File: config.mk
export PLATFORM = sky130hd
export DESIGN_NAME = call_latch_flat
export DESIGN_NICKNAME = d
export VERILOG_FILES = /design/src/rtl/call_latch_if.sv /design/src/rtl/call_latch.sv /design/src/flat_wrapper.sv
export SDC_FILE = /design/constraint.sdc
export NUM_CORES = 1
export LEC_CHECK = 0
export ABC_CLOCK_PERIOD_IN_PS = 5150
export CORE_UTILIZATION = 40
export DETAILED_ROUTE_END_ITERATION = 16
export PLACE_DENSITY_LB_ADDON = 0.08
export SYNTH_ARGS = -nofsm -noshare
export SYNTH_HDL_FRONTEND = slang
export SYNTH_SLANG_ARGS = --single-unit
export TNS_END_PERCENT = 20
File: constraint.sdc
create_clock -name clk -period 5.15 [get_ports clk]
set_clock_uncertainty 0.05 [all_clocks]
set_input_delay 0.515 -clock clk [delete_from_list [all_inputs] [get_ports clk]]
set_output_delay 0.515 -clock clk [all_outputs]
set_load 0.02 [all_outputs]
File: src/rtl/call_latch_if.sv
// Bus between the elevator controller and the call latch.
// Groups the raw button levels, car state and latched request outputs;
// clk and reset stay plain ports on the latch itself.
interface call_latch_if;
  // Raw button levels, high while held.
  logic [2:0] raw_up;       // [0]=F1 .. [2]=F3
  logic [2:0] raw_down;     // [0]=F2 .. [2]=F4
  logic [3:0] raw_in;       // [0]=F1 .. [3]=F4

  // Car state.
  logic [2:0] position;     // even codes are floors, odd codes are between floors
  logic       open;         // 1 = door open
  logic [1:0] direction;    // 00 stop, 01 up, 10 down, 11 invalid

  // Latched requests.
  logic [2:0] button_up;
  logic [2:0] button_down;
  logic [3:0] button_in;
  logic [3:0] pending_cnt;

  // Controller side: drives buttons and car state, reads the latched calls.
  modport master (
    output raw_up, raw_down, raw_in, position, open, direction,
    input  button_up, button_down, button_in, pending_cnt
  );

  // Latch side.
  modport slave (
    input  raw_up, raw_down, raw_in, position, open, direction,
    output button_up, button_down, button_in, pending_cnt
  );
endinterface

File: src/rtl/call_latch.sv
// Elevator call latch for a 4-floor car.
// Latches hall-up, hall-down and car button presses on their rising edge and
// clears them when the car stands open at the requested floor in a direction
// that serves the call.
// Optional feature: define CALL_LATCH_CANCEL_EN to let a re-press of a lit car
// button cancel that car request (hall buttons are never cancelled).
module call_latch (
  input  logic         clk,
  input  logic         reset,
  call_latch_if.slave  bus
);

  // Request registers.
  logic [2:0] up_q, up_d;
  logic [2:0] dn_q, dn_d;
  logic [3:0] in_q, in_d;

  // Previous raw levels for edge detection.
  logic [2:0] prev_up_q, prev_up_d;
  logic [2:0] prev_dn_q, prev_dn_d;
  logic [3:0] prev_in_q, prev_in_d;

  logic [2:0] rise_up, rise_dn;
  logic [3:0] rise_in;

  logic       serve_valid;
  logic [3:0] floor_hot;    // one-hot served floor, [0]=F1
  logic       up_dir_ok;
  logic       dn_dir_ok;
  logic [2:0] clr_up, clr_dn;
  logic [3:0] clr_in;

  // Rising-edge detection against the previous raw levels.
  always_comb begin
    rise_up = bus.raw_up   & ~prev_up_q;
    rise_dn = bus.raw_down & ~prev_dn_q;
    rise_in = bus.raw_in   & ~prev_in_q;
  end

  // Work out which request bits the car serves this cycle.
  always_comb begin
    // NOTE: every signal gets a default before any conditional update, so no
    // path leaves a value unassigned and no latch is inferred.
    floor_hot = 4'b0000;
    // Code 111 has position[0] set, so the odd-code test also rejects it.
    serve_valid = bus.open && !bus.position[0];
    if (serve_valid) begin
      floor_hot = 4'b0001 << bus.position[2:1];
    end
    up_dir_ok = (bus.direction == 2'b00) || (bus.direction == 2'b01);
    dn_dir_ok = (bus.direction == 2'b00) || (bus.direction == 2'b10);

    clr_in = floor_hot;
    // Hall-up exists for F1..F3, hall-down for F2..F4.
    clr_up = up_dir_ok ? floor_hot[2:0] : 3'b000;
    clr_dn = dn_dir_ok ? floor_hot[3:1] : 3'b000;
  end

  // Next request state: set on a rising edge, clear wins over a same-cycle set.
  always_comb begin
    up_d = (up_q | rise_up) & ~clr_up;
    dn_d = (dn_q | rise_dn) & ~clr_dn;
`ifdef CALL_LATCH_CANCEL_EN
    // A new press on an already lit car button toggles it off, unless the
    // car is serving that floor anyway.
    in_d = ((in_q | rise_in) & ~clr_in) & ~(rise_in & in_q);
`else
    in_d = (in_q | rise_in) & ~clr_in;
`endif
    prev_up_d = bus.raw_up;
    prev_dn_d = bus.raw_down;
    prev_in_d = bus.raw_in;
  end

  // Register requests and previous raw levels.
  always_ff @(posedge clk) begin
    // NOTE: sequential state uses non-blocking assignments so every flop
    // samples pre-edge values regardless of statement order.
    if (reset) begin
      up_q <= '0;
      dn_q <= '0;
      in_q <= '0;
    end else begin
      up_q <= up_d;
      dn_q <= dn_d;
      in_q <= in_d;
    end
    // NOTE: the prev flops are deliberately not cleared by reset; they load
    // the live raw levels so a button held through reset is not seen as a
    // fresh press afterwards.
    prev_up_q <= prev_up_d;
    prev_dn_q <= prev_dn_d;
    prev_in_q <= prev_in_d;
  end

  assign bus.button_up   = up_q;
  assign bus.button_down = dn_q;
  assign bus.button_in   = in_q;
  assign bus.pending_cnt = 4'($countones({up_q, dn_q, in_q}));

endmodule
File: src/flat_wrapper.sv
// flat-port wrapper written by rule: the top's interface ports become plain ports
module call_latch_flat 
  (clk, reset, bus_raw_up, bus_raw_down, bus_raw_in, bus_position, bus_open, bus_direction, bus_button_up, bus_button_down, bus_button_in, bus_pending_cnt);
  call_latch_if bus_i ();
  input  logic clk;
  input  logic reset;
  input wire logic [$bits(bus_i.raw_up)-1:0] bus_raw_up;
  input wire logic [$bits(bus_i.raw_down)-1:0] bus_raw_down;
  input wire logic [$bits(bus_i.raw_in)-1:0] bus_raw_in;
  input wire logic [$bits(bus_i.position)-1:0] bus_position;
  input wire logic [$bits(bus_i.open)-1:0] bus_open;
  input wire logic [$bits(bus_i.direction)-1:0] bus_direction;
  output wire logic [$bits(bus_i.button_up)-1:0] bus_button_up;
  output wire logic [$bits(bus_i.button_down)-1:0] bus_button_down;
  output wire logic [$bits(bus_i.button_in)-1:0] bus_button_in;
  output wire logic [$bits(bus_i.pending_cnt)-1:0] bus_pending_cnt;
  assign bus_i.raw_up = bus_raw_up;
  assign bus_i.raw_down = bus_raw_down;
  assign bus_i.raw_in = bus_raw_in;
  assign bus_i.position = bus_position;
  assign bus_i.open = bus_open;
  assign bus_i.direction = bus_direction;
  assign bus_button_up = bus_i.button_up;
  assign bus_button_down = bus_i.button_down;
  assign bus_button_in = bus_i.button_in;
  assign bus_pending_cnt = bus_i.pending_cnt;
  call_latch u_core (.clk(clk), .reset(reset), .bus(bus_i));
endmodule
==> impl_metrics.csv, run 1 <==
group,metric,value,unit
logic_synthesis,yosys.area.top_type,"dfxtp_1",
timing,max_freq,238,MHz
placement,place_inst,153,
floorplan,die_area,2540,µm²
clocking,cts-buffers-inserted,3,
detailed_routing,viasPerCell,4.61,
floorplan,die_width,50.4,µm
logic_synthesis,synth_flop_cell,"dfxtp_1",
timing,tns,0,ps
layout,drive_gt1_frac,0.0775,
timing,setup_violations,0,
timing,layout_setup_ws,941,ps
timing,finalCriticalPeriod,4210,ps
logic_synthesis,netlist_instances,95,
clocking,clkSinkCount,20,
worst_hold_path,hold_depth,2,
floorplan,io_pins,32,
power,leakagePower,0.581,nW
worst_setup_path,path_class,"register to output port",
logic_synthesis,synth-seq-area-share,0.428,
logic_synthesis,yosysTopAreaCellShare,0.428,
layout,fin_cells,157,
worst_setup_path,crit_required,4590,ps
layout,areaGrowthSynthToFinish,40.2,%
clocking,clk_path_buf_depth,2,
run,maxCapViolCount,0,
detailed_routing,drc,0,
clocking,cts_tree,"built",
layout,nFillCells,221,
floorplan,die-height,50.4,µm
detailed_routing,dr.first_iter.drc_count,0,
detailed_routing,wl_per_cell,10.3,µm
clocking,hold_buffers,0,
placement,gp_congestion,0.771,
timing,fin_crit_sh,0.817,
timing,tightest_slew,454,ps
worst_setup_path,arrival,3640,ps
floorplan,core_region_area,2210,µm²
worst_setup_path,worst_setup_path_start_kind,"register",
detailed_routing,routed_wl,1.62,mm
logic_synthesis,yosysWarnings,0,
logic_synthesis,ys_top_cells_by_count,"inv_1, dfxtp_1, a21oi_1, ha_1, nor2_1",
layout,nets,161,
logic_synthesis,syn_avg_cell_area,9.85,µm²
run_status,status,"finished clean",
global_routing,grt_start_max_net_pins,12,
power,pwr_density_cell,300,nW/µm²
placement,placed_cell_area,1280,µm²
floorplan,start_util,0.423,
logic_synthesis,netlist_top_cells_area,"dfxtp_1, fa_1, ha_1, inv_1, nor3_2",
clocking,post-cts-setup-buffers,0,
logic_synthesis,yosysMostFrequentCell,"inv_1",
logic_synthesis,async_flop_share,0,
floorplan,core.rowCount,17,
clocking,cts-root-buf,"clkbuf_4",
global_routing,grt_pass1_wl,2.83,mm
global_routing,grt_use_total,0.151,
placement,port_buffers,31,
layout,final_cell_area,1310,µm²
timing,slew_headroom,0.697,
logic_synthesis,ys_ff_latch,20,
clocking,clk_pin_slew,110,ps
logic_synthesis,synthesis.area,936,µm²
layout,antennaDiodeCount,0,
placement,place_ws,1230,ps
detailed_routing,firstDrtPassIters,1,
worst_setup_path,ff2ff_path_depth,3,
detailed_routing,drtAntennaViolNets,0,
logic_synthesis,syn_nets,126,
detailed_routing,vias,724,
clocking,cts.htree.levels,1,
logic_synthesis,synth_edf_count,0,
worst_setup_path,path_max_fanout,3,
worst_setup_path,critPathCaptureType,"output port",
global_routing,grt_pass1_vias,720,
worst_hold_path,hold_class,"register to register",
global_routing,global_route.overflow_total,0,
timing,hold_viol,0,
clocking,cts_resized,0,
placement,hpwlAfterDp,1.40,mm
timing,rsz0062_at_grt,"false",
timing,slew_violations,0,
global_routing,antenna_found_initial,0,
logic_synthesis,synth.distinct_cells,17,
power,vdd_drop_max,0.182,mV
clocking,clock_latency,290,ps
## layout make-up
type	count	area, µm²	area share
Multi-Input combinational cell	51	444	0.338
Clock buffer	4	36.3	0.0276
Sequential cell	20	400	0.305
Inverter	23	86.3	0.0658
Tap cell	28	35.0	0.0267
Timing Repair Buffer	31	310	0.236
## cell usage in the layout (no fill, tap or decap)
cell and instances:
clkdlybuf4s50_1 31, inv_1 23, dfxtp_1 20, nor2_1 7
a21oi_1 7, ha_1 7, fa_1 6, nor3_1 5
nor2b_1 4, nor3_2 4, o21ai_1 3, clkbuf_4 3
nand2b_1 2, nand4bb_2 2, xnor2_1 1, nand2_1 1
o22ai_1 1, nor4_1 1, clkbuf_8 1
## where the power goes
| part | internal (W) | leakage (nW) | switching, W |
|---|---|---|---|
| Clock | 0.0000430 | 0.0210 | 0.0000456 |
| Sequential | 0.000164 | 0.167 | 0.00000510 |
| Combinational | 0.0000699 | 0.393 | 0.0000663 |
## registers in the layout, indices dropped and copies added, names as in the netlist
register and count:
u_core.bus.button_in 4, u_core.prev_in_q 4, u_core.bus.button_down 3, u_core.bus.button_up 3, u_core.prev_dn_q 3, u_core.prev_up_q 3
## worst max-delay path, stage by stage, from the launching register on
cell and delay (ps):
dfxtp_1 340, ha_1 280, inv_1 50, fa_1 510, fa_1 510, fa_1 440
fa_1 400, xnor2_1 180, clkdlybuf4s50_1 640
## final timing paths
kind	start	endpoint	slack, ps
max	u_core.bus.button_in[2]$_SDFF_PP0_	bus_pending_cnt[2]	940
min	u_core.bus.button_in[3]$_SDFF_PP0_	u_core.bus.button_in[3]$_SDFF_PP0_	490
max reg2reg	u_core.prev_dn_q[0]$_DFF_P_	u_core.bus.button_down[0]$_SDFF_PP0_	4400
min reg2reg	u_core.bus.button_in[3]$_SDFF_PP0_	u_core.bus.button_in[3]$_SDFF_PP0_	490
## cells by family (layout without fill, tap and decap cells)
| kind of cell | Yosys count | count (layout) | synth area share |
|---|---|---|---|
| XOR/XNOR | 1 | 1 | 0.00936 |
| flip-flops | 20 | 20 | 0.428 |
| AO/OA/AOI/OAI | 11 | 11 | 0.0602 |
| adder cells (fa/ha/maj) | 13 | 13 | 0.222 |
| buffers and inverters | 24 | 58 | 0.0976 |
| AND/OR/NAND/NOR | 26 | 26 | 0.183 |
## layer usage
metal | GRT usage | part of all wire | vias to the layer above | wire, µm
met4 | 0.0556 | 0.018 | 0 | 29
met5 | 0 | 0 | - | 0
met1 | 0.166 | 0.43 | 330 | 705
li1 | - | - | 367 | -
met3 | 0.0545 | 0.077 | 4 | 125
met2 | 0.264 | 0.47 | 23 | 762
## per-stage QoR
stage	hold slack [ps]	util	total power, W
floorplan	449	-	0.000249
finish	488	0.593	0.000394
global placement	457	0.577	0.000308
detailed placement	469	0.577	0.000312
CTS	486	0.593	0.000400
global route	513	0.593	0.000423
No activity file was read; power rests on OpenSTA's default activity.
==> run 2: changes to the inputs <==
--- a/config.mk
+++ b/config.mk
@@ -5,7 +5,7 @@
 export SDC_FILE = /design/constraint.sdc
 export NUM_CORES = 1
 export LEC_CHECK = 0
-export ABC_CLOCK_PERIOD_IN_PS = 5150
+export ABC_CLOCK_PERIOD_IN_PS = 4400
 export CORE_UTILIZATION = 40
 export DETAILED_ROUTE_END_ITERATION = 16
 export PLACE_DENSITY_LB_ADDON = 0.08
==> constraint.sdc (replaced) <==
create_clock -name clk -period 4.4 [get_ports clk]
set_clock_uncertainty 0.05 [all_clocks]
set_input_delay 0.44 -clock clk [delete_from_list [all_inputs] [get_ports clk]]
set_output_delay 0.44 -clock clk [all_outputs]
set_load 0.02 [all_outputs]
==> results of run 2 <==
Same layout as run 1 (identical final DEF). Status: finished clean.
Among the figures that moved: setup slack after placement 1230 ps -> 552 ps; setup slack after layout 941 ps -> 266 ps; register-to-register setup slack 4400 ps -> 3650 ps; total power 0.000394 W -> 0.000461 W; worst IR drop on VDD 0.182 mV -> 0.213 mV
